## config.mk

```make
export PLATFORM = sky130hd
export DESIGN_NAME = shift_right_unit
export DESIGN_NICKNAME = d
export VERILOG_FILES = /design/src/rtl/mips_shift_pkg.sv /design/src/rtl/shift_right_step.sv /design/src/rtl/shift_right_unit.sv
export SDC_FILE = /design/constraint.sdc
export NUM_CORES = 1
export LEC_CHECK = 0
export ABC_AREA = 1
export CAP_MARGIN = 25
export CORE_MARGIN = 1
export CORE_UTILIZATION = 47
export CTS_CLUSTER_SIZE = 16
export DETAILED_ROUTE_END_ITERATION = 10
export GPL_ROUTABILITY_DRIVEN = 0
export PLACE_DENSITY = 0.76
export SETUP_SLACK_MARGIN = 0.3
export SYNTH_ARGS = -nofsm -noshare
export SYNTH_HDL_FRONTEND = slang
export SYNTH_SLANG_ARGS = --single-unit
```

## constraint.sdc

```tcl
create_clock -name clk -period 2.4 [get_ports clk]
set_input_delay 0.36 -clock clk [delete_from_list [all_inputs] [get_ports clk]]
set_output_delay 0.36 -clock clk [all_outputs]
set_load 0.03 [all_outputs]
```

## src/rtl/mips_shift_pkg.sv

```systemverilog
// Shared types and constants for the MIPS right-shift datapath.
// Holds the shift opcode encoding, the iterative shifter state enum and
// the default operand / shift-amount widths.
package mips_shift_pkg;

  localparam int unsigned DATA_W  = 32;
  localparam int unsigned SHAMT_W = 5;

  typedef enum logic [1:0] {
    OP_SRL  = 2'b00,
    OP_SRA  = 2'b01,
    OP_ROTR = 2'b10,
    OP_RSVD = 2'b11
  } shift_op_t;

  typedef enum logic [1:0] {
    IDLE  = 2'b00,
    SHIFT = 2'b01,
    DONE  = 2'b10
  } state_t;

endpackage

```

## src/rtl/shift_right_step.sv

```systemverilog
// Combinational single-step right shifter: shifts value right by k bits
// (0..STEP) according to op. SRA ORs in the supplied fill bit at the top,
// ROTR (only when SHIFT_RIGHT_ROTATE_EN is defined) wraps the low bits to
// the top, every other opcode behaves as SRL.
// Ports:
//   value  - operand for this step
//   k      - bits to shift this step, 0..STEP
//   op     - shift opcode
//   fill   - sign bit used for SRA fill
//   result - shifted value
module shift_right_step
  import mips_shift_pkg::*;
#(
  parameter int unsigned WIDTH = DATA_W,
  parameter int unsigned STEP  = 1,
  parameter int unsigned KW    = $clog2(STEP + 1)
) (
  input  logic [WIDTH-1:0] value,
  input  logic [KW-1:0]    k,
  input  shift_op_t        op,
  input  logic             fill,
  output logic [WIDTH-1:0] result
);

  // One mux leg per legal step size; k==0 passes value through.
  always_comb begin
    result = value;
    for (int i = 1; i <= int'(STEP); i++) begin
      if (k == KW'(i)) begin
        result = value >> i;
        if (op == OP_SRA && fill) begin
          result = result | ~({WIDTH{1'b1}} >> i);
        end
`ifdef SHIFT_RIGHT_ROTATE_EN
        if (op == OP_ROTR) begin
          result = result | (value << (WIDTH - i));
        end
`endif
      end
    end
  end

endmodule

```

## src/rtl/shift_right_unit.sv

```systemverilog
// Iterative multi-cycle right shifter (SRL / SRA, optional ROTR) with a
// valid/ready handshake on both sides. Shifts up to STEP bits per clock.
// Optional feature macro: SHIFT_RIGHT_ROTATE_EN (enables in_op=10 rotate;
// otherwise in_op=10 executes as SRL). in_op=11 always executes as SRL.
// Ports:
//   clk, reset            - clock, asynchronous active-high reset
//   in_valid / in_ready   - request handshake
//   in_data, in_shamt     - operand and shift amount (sampled at accept)
//   in_op                 - 00 SRL, 01 SRA, 10 ROTR, 11 reserved
//   out_valid / out_ready - result handshake
//   out_data              - result, held stable until consumed
module shift_right_unit #(
  parameter int unsigned WIDTH   = mips_shift_pkg::DATA_W,
  parameter int unsigned SHAMT_W = mips_shift_pkg::SHAMT_W,
  parameter int unsigned STEP    = 1
) (
  input  logic               clk,
  input  logic               reset,
  input  logic               in_valid,
  output logic               in_ready,
  input  logic [WIDTH-1:0]   in_data,
  input  logic [SHAMT_W-1:0] in_shamt,
  input  logic [1:0]         in_op,
  output logic               out_valid,
  input  logic               out_ready,
  output logic [WIDTH-1:0]   out_data
);
  import mips_shift_pkg::*;

  localparam int unsigned KW = $clog2(STEP + 1);

  state_t             state_q;
  state_t             state_d;
  logic [WIDTH-1:0]   data_q;
  logic [SHAMT_W-1:0] rem_q;
  shift_op_t          op_q;
  logic               fill_q;

  logic [KW-1:0]      k_c;
  logic               last_c;
  logic               accept_c;
  logic [WIDTH-1:0]   step_c;

  // Step size this cycle: min(STEP, remaining).
  always_comb begin
    k_c      = (rem_q < SHAMT_W'(STEP)) ? KW'(rem_q) : KW'(STEP);
    last_c   = (rem_q == SHAMT_W'(k_c));
    accept_c = (state_q == IDLE) && in_valid;
  end

  shift_right_step #(
    .WIDTH (WIDTH),
    .STEP  (STEP),
    .KW    (KW)
  ) u_step (
    .value  (data_q),
    .k      (k_c),
    .op     (op_q),
    .fill   (fill_q),
    .result (step_c)
  );

  // State register.
  always_ff @(posedge clk or posedge reset) begin
    if (reset) begin
      state_q <= IDLE;
    end else begin
      state_q <= state_d;
    end
  end

  // Next-state logic.
  always_comb begin
    state_d = state_q;
    case (state_q)
      IDLE: begin
        if (in_valid) begin
          state_d = (in_shamt == '0) ? DONE : SHIFT;
        end
      end
      SHIFT: begin
        if (last_c) begin
          state_d = DONE;
        end
      end
      DONE: begin
        if (out_ready) begin
          state_d = IDLE;
        end
      end
      default: state_d = IDLE;
    endcase
  end

  // Datapath, counter and registered handshake outputs.
  always_ff @(posedge clk or posedge reset) begin
    if (reset) begin
      in_ready  <= 1'b1;
      out_valid <= 1'b0;
      out_data  <= '0;
      data_q    <= '0;
      rem_q     <= '0;
      op_q      <= OP_SRL;
      fill_q    <= 1'b0;
    end else begin
      in_ready  <= (state_d == IDLE);
      out_valid <= (state_d == DONE);
      if (accept_c) begin
        data_q <= in_data;
        rem_q  <= in_shamt;
        op_q   <= shift_op_t'(in_op);
        fill_q <= in_data[WIDTH-1];
        if (in_shamt == '0) begin
          out_data <= in_data;
        end
      end else if (state_q == SHIFT) begin
        data_q <= step_c;
        rem_q  <= rem_q - SHAMT_W'(k_c);
        if (last_c) begin
          out_data <= step_c;
        end
      end
    end
  end

endmodule

```

==> impl_metrics.csv <==
group,metric,value,unit
worst_setup_path,crit_arrival,2200,ps
global_routing,grt_pass1_vias,3549,
sta,transition_time_of_the_tightest_slew_check_pin,595,ps
global_routing,met2_usage,0.391,
cells_and_area,nets,615,
global_routing,grt.met1_usage,0.307,
power,peakVddDrop,0.797,mV
worst_setup_path,cp-start-kind,"register",
hold_path,hp-class,"input port to async pin",
synthesis,synth_top_family_by_area,"simple AND/OR/NAND/NOR gates",
clocking,h-tree-depth,3,
floorplan,starting_utilization_of_the_core_area,0.484,
cells_and_area,antennaDiodeCount,0,
clocking,maximum_count_of_clock_buffers_along_a_single_path,2,
clocking,cts_sinks,76,
routing,via_per_inst,5.36,
sta,maxClockFrequency,510,MHz
synthesis,synth_area_leaders,"sky130_fd_sc_hd__dfrtp_1 (47%), sky130_fd_sc_hd__nand2_1 (17%), sky130_fd_sc_hd__nand3_1 (13%), sky130_fd_sc_hd__nand4_1 (5.0%), sky130_fd_sc_hd__or2_2 (3.3%)",
cells_and_area,post-route-cell-area,0.00507,mm^2
power,power_frac_seq,0.324,
clocking,cts-hold-fix-buffers,0,
power,switching_share,0.458,
synthesis,number_of_synthesis_warnings,0,
power,leakagePower,2.44,nW
worst_setup_path,max_stage_delay,460,ps
global_routing,grt_use_met3,0.0405,
sta,final_hold_viol_count,0,
clocking,cts_tree,"built",
sta,slew-limit-headroom,0.603,
worst_setup_path,critical_path.most_common_cell,"sky130_fd_sc_hd__nand2_1",
clocking,cts_made_buffers,9,
routing,drcViolationCount,0,
synthesis,async_flop_share,1.00,
worst_setup_path,crit_chain,"nor2_8 > nand2_1 > nand2_1 > ha_1 > nand4_2 > nand2_8 > inv_4 > nand2_1 > nand2_1",
global_routing,grt-busiest-layer,"met2",
synthesis,synth-simple-area-share,0.435,
cells_and_area,area_growth_syn_to_layout,27.4,%
floorplan,std_cell_rows,33,
routing,drt-initial-drc-count,288,
global_routing,grt_pass1_wl,16200,um
routing,routed_wirelength,9680,um
routing,ant_nets,0,
sta,grt_setup_unrepaired,"no",
worst_setup_path,timing.critical_path.required,2640,ps
synthesis,synth_edf_count,0,
floorplan,pin_count,77,
synthesis,synth.cell_area,0.00398,mm^2
global_routing,grt_start_max_net_pins,36,
placed_design,detailed_place_hpwl,6290,um
cells_and_area,drive_above_1_share,0.120,
worst_setup_path,critical-path-slowest-cell,"sky130_fd_sc_hd__dfrtp_1",
worst_setup_path,setup.worst_path.end_class,"register",
floorplan,die_area,0.00883,mm^2
sta,timing.clock.skew,9.65,ps
sta,finalMaxSlewViolations,0,
sta,finalHoldWorstSlack,420,ps
synthesis,synth_ff_type,"sky130_fd_sc_hd__dfrtp_1",
status,status,"complete, no violations",
cells_and_area,fillers,709,
cells_and_area,final_core_utilization,0.617,
synthesis,post_synthesis_sequential_element_count,76,
synthesis,synth_seq_area_share,0.479,
placed_design,port_buffers,76,
synthesis,netlist.area_leader.share,0.472,
synthesis,postSynthNetCount,543,
synthesis,post_synth_fa_ha_maj_area_fraction,0.00629,
floorplan,design.core.area,0.00822,mm^2
floorplan,die-width,94.0,um
sta,timing.setup.tns,0,ps
synthesis,synth_compound_gate_area_share,0.0132,
power,p_total,7.37,mW
synthesis,synthXorXnorAreaFrac,0,
power,pwr_density_cell,1450,mW/mm^2
sta,layout_min_cycle_time,1960,ps
synthesis,synth.distinct_cells,29,
global_routing,global_route_total_usage_across_every_layer,0.234,
floorplan,dieHeight,94.0,um
placed_design,dpl-instance-area,0.00479,mm^2
synthesis,multiplexer_share_of_the_synthesized_area,0,
routing,wl_per_cell,14.2,um
power,clock_power_share,0.141,
routing,first_pass_detailed_route_iteration_total,5,
power,switching_power,3.37,mW
clocking,cts.clk_slew.worst_paths,80,ps
power,cell_internal_pwr,3.99,mW
synthesis,synth_area_leader_cell,"sky130_fd_sc_hd__dfrtp_1",
clocking,clock_latency,360,ps
power,power_frac_comb,0.535,
sta,setup_viol,0,
synthesis,synthesis.instances,498,
worst_setup_path,path_class,"register to register",
run,maxCapViolations,0,
clocking,cts-root-buf,"sky130_fd_sc_hd__clkbuf_8",
worst_setup_path,cp_max_fo,32,
global_routing,initial_antenna_violation_count,0,
global_routing,grt_overflow_total,0,
synthesis,syn-mean-instance-area,7.98,um^2
sta,final.period_utilization,0.818,
routing,num_vias,3648,
[power by group through the flow]
stage / combinational (mW) / sequential, mW / clock, mW
floorplan: 2.15 / 2.88 / 0
global placement: 3.71 / 2.37 / 0
detailed placement: 3.81 / 2.39 / 0
CTS: 3.84 / 2.38 / 1.05
global route: 4.36 / 2.46 / 1.11
finish: 3.94 / 2.39 / 1.04
[layer usage]
metal	wire length [um]	part of all wire
met2	4660	0.48
met1	4330	0.45
met4	192	0.020
met5	0	0
met3	499	0.052
[registers in the layout, summed over array words and instances, names as in the netlist]
name,cells
rem_q,5
out_valid,1
in_ready,1
out_data,32
op_q,2
data_q,32
fill_q,1
state_q,2
[critical path, delay by kind of cell, from the launching register on]
family	cells	cell delay, ps
flops	1	460
buf+inv	1	160
simple gates	7	1010
fa+ha+maj	1	210
[what timing repair did]
item,in CTS,in global routing
gates cloned,0,0
pin swaps,1,1
gates resized for setup,0,2
setup endpoints to repair,1,32
setup buffers,0,5
[final timing paths]
| kind | from | endpoint | slack (ps) | cells after the start |
|---|---|---|---|---|
| setup / recovery | rem_q[3]$_DFFE_PP0P_ | out_data[30]$_DFFE_PP0P_ | 440 | 9 |
| hold / removal | reset | out_valid$_DFF_PP0_ | 420 | 2 |
| setup reg to reg | rem_q[3]$_DFFE_PP0P_ | out_data[30]$_DFFE_PP0P_ | 440 | 9 |
| hold reg to reg | out_data[4]$_DFFE_PP0P_ | out_data[4]$_DFFE_PP0P_ | 480 | 2 |
| max in group asynchronous | reset | data_q[20]$_DFFE_PP0P_ | 1460 | 3 |
| min in group clk | out_data[4]$_DFFE_PP0P_ | out_data[4]$_DFFE_PP0P_ | 480 | 2 |
[kinds of logic (layout without fill, tap and decap cells)]
family          count (synthesis)  after routing
fa+ha+maj                       2              2
buf+inv                        47            124
flops                          76             76
simple gates                  364            364
compound gates                  9              9
[Yosys cell counts, types with 4 or more instances]
master and instances:
sky130_fd_sc_hd__dfrtp_1 75, sky130_fd_sc_hd__nand4_1 32, sky130_fd_sc_hd__or2_2 21, sky130_fd_sc_hd__inv_1 10
sky130_fd_sc_hd__nand3_1 103, sky130_fd_sc_hd__o21ai_0 4, sky130_fd_sc_hd__buf_6 8, sky130_fd_sc_hd__or2_1 10
sky130_fd_sc_hd__nand2_1 184, sky130_fd_sc_hd__nor2_1 4, sky130_fd_sc_hd__clkbuf_1 4, sky130_fd_sc_hd__buf_2 19
[layout by cell type (no fill, tap or decap), types with 2 or more instances in the layout]
cell type	instances
sky130_fd_sc_hd__a21oi_1	2
sky130_fd_sc_hd__inv_1	9
sky130_fd_sc_hd__or2_2	21
sky130_fd_sc_hd__nand4_1	32
sky130_fd_sc_hd__clkinvlp_4	2
sky130_fd_sc_hd__nor2_1	4
sky130_fd_sc_hd__o21ai_0	4
sky130_fd_sc_hd__nand2_1	184
sky130_fd_sc_hd__nand3_1	103
sky130_fd_sc_hd__nor2_4	2
sky130_fd_sc_hd__clkbuf_8	12
sky130_fd_sc_hd__clkdlybuf4s50_1	76
sky130_fd_sc_hd__dfrtp_1	75
sky130_fd_sc_hd__buf_12	4
sky130_fd_sc_hd__ha_1	2
sky130_fd_sc_hd__buf_4	12
sky130_fd_sc_hd__inv_4	2
sky130_fd_sc_hd__nand3_2	2
sky130_fd_sc_hd__inv_2	3
sky130_fd_sc_hd__or2_1	10
[per-stage QoR]
| stage | setup slack (ps) | cells |
|---|---|---|
| floorplan | 787 | 498 |
| finish | 438 | 680 |
| global placement | 393 | 659 |
| CTS | 303 | 675 |
| detailed placement | 338 | 659 |
| global route | 304 | 680 |
[area by class of cell]
class,instances,area (um^2),area share
multi-input combinational,375,1820,0.359
clock inverter,3,43.8,0.00864
sequential,76,1900,0.376
inverter,16,72.6,0.0143
tap,105,131,0.0259
clock buffer,13,169,0.0333
timing repair buffer,92,931,0.184
Note: power is estimated with default switching activity, not from simulation.
==> RTL edit (same settings) <==
Encoding of `state_t`: now one-hot (3 bits for 3 states).
--- a/src/rtl/mips_shift_pkg.sv
+++ b/src/rtl/mips_shift_pkg.sv
@@ -13,10 +13,10 @@
     OP_RSVD = 2'b11
   } shift_op_t;
 
-  typedef enum logic [1:0] {
-    IDLE  = 2'b00,
-    SHIFT = 2'b01,
-    DONE  = 2'b10
+  typedef enum logic [2:0] {
+    IDLE  = 3'b001,
+    SHIFT = 3'b010,
+    DONE  = 3'b100
   } state_t;
 
 endpackage
Check against the original RTL: same outputs for any inputs over 10 cycles, from zero or initial values and one cycle with reset high; not proved beyond that.
==> RTL edit against the original RTL <==
  * Die area grew 0.59%
  * Sequential share of layout area is 0.87 points higher
  * Clock skew up 0.0022 ns
  * Wire length is 1.1% higher
  * Final cell count up 0.44%
  * Combinational power fell by 6.1%
  * Sequential cell count up 1
  * Synthesized area rose by 0.60%
  * Setup slack gained 0.061 ns
  * Final area decreased by 0.91%
  * Total power down 5.6%
  * Critical endpoint is now data_q[15]
==> RTL edit: results (changes against the original RTL) <==
outcome finished, final reports clean (unchanged); DP HPWL 6.28 mm (was 6.29 mm); Antenna Cells 0 (unchanged); Synth top cells by count nand2_1 (190), nand3_1 (98), dfrtp_1 (75) (was nand2_1 (184), nand3_1 (103), dfrtp_1 (75)); reg2reg path depth 8 (was 9); Final #Nets 618 (was 615); DP Worst Slack 0.381 ns (was 0.338 ns); pin count of the biggest net entering global routing 78 (was 36); Max Root-Sink Buffers 2 (unchanged); drt pass-1 iters 4 (was 5); RR Startpoint rem_q[2] (was rem_q[3]); first-pass GRT wire length 16.9 mm (was 16.2 mm); WL per Instance 14.3 um (was 14.2 um); clock-pin slew on the worst setup and hold paths 0.09 ns; most used flip-flop cell after synthesis dfrtp_1 (unchanged); gr usage total 0.244 (was 0.234); CP Data Arrival Time 2.14 ns (was 2.20 ns); Initial DRC Count 297 (was 288); DP Area 0.00482 mm2 (was 0.00479 mm2); Layout Skew 0.0119 ns (was 0.00965 ns); Synth cell types 28 (was 29); Leakage Power 2.36 nW (was 2.44 nW); Final Critical Period 1.90 ns (was 1.96 ns); Peak VDD IR 557 uV (was 797 uV); end of the worst register-to-register path data_q[15] (was out_data[30]); post-synthesis sequential area ratio 0.482 (was 0.479); top cells by area, synth dfrtp_1 (47%), nand2_1 (18%), nand3_1 (12%) (was dfrtp_1 (47%), nand2_1 (17%), nand3_1 (13%)); Worst Tran Pin Value 0.763 ns (was 0.595 ns); Largest regs data_q (32), out_data (32), rem_q (5) (unchanged); Fillers 723 (was 709); syn_nets 551 (was 543); worst-path maximum fanout 35 (was 32); vias in the first global route 3695 (was 3549); CTS buffer count 9 (unchanged)
## RTL edit: worst min path at each step
stage               cells past startpoint  slack (ns)            to
detailed placement                      2        0.47  out_data[21]
finish                                  3        0.47     data_q[5]
CTS                                     2        0.49   out_data[6]
global placement                        2        0.46     data_q[0]
floorplan                               2        0.45     data_q[0]
global route                            2        0.51   out_data[6]
## RTL edit: logic make-up after synthesis
kind of cell / share of synthesized area
simple gates: 0.427
flops: 0.482
buf+inv: 0.0626
compound gates: 0.0172
xor+xnor: 0.00438
fa+ha+maj: 0.00625
## RTL edit: routing by layer
metal  routed length (um)  part of all wire  vias to the layer above  global-route usage
li1                     -                 -                     1810                   -
met3                  476             0.049                       15              0.0421
met1                 4370              0.45                     1773               0.332
met2                 4770              0.49                      121               0.395
met5                    0                 0                        -                   0
met4                  165             0.017                        0              0.0782
## RTL edit: cell type report
class	instances	area (um2)	share of cell area
clock inverters	4	31.3	0.00623
multi-input cells	381	1830	0.364
clock buffers	12	155	0.0309
well taps	105	131	0.0262
repair buffers	87	872	0.174
flip-flops and latches	77	1930	0.384
inverters	17	72.6	0.0145
## RTL edit: timing repair
action                     4_1_cts  5_1_grt
setup endpoints to repair        0       59
gates resized for setup          0        4
buffers inserted                 0        0
## RTL edit: metrics by stage
stage,cells,total power [mW]
6_report,683,6.95
5_1_grt,683,7.55
4_1_cts,683,6.94
3_5_place_dp,667,6.00
3_3_place_gp,667,5.89
2_1_floorplan,506,4.85
## RTL edit: power breakdown
part / total (mW) / switching, mW / internal [mW]
Clock: 0.920 / 0.484 / 0.436
Sequential: 2.34 / 0.413 / 1.92
Combinational: 3.70 / 2.33 / 1.36
## RTL edit: critical path: cells and delay by family, from the launching register on
family | cells | cell delay, ns
buf+inv | 2 | 0.62
flops | 1 | 0.45
simple gates | 6 | 0.72
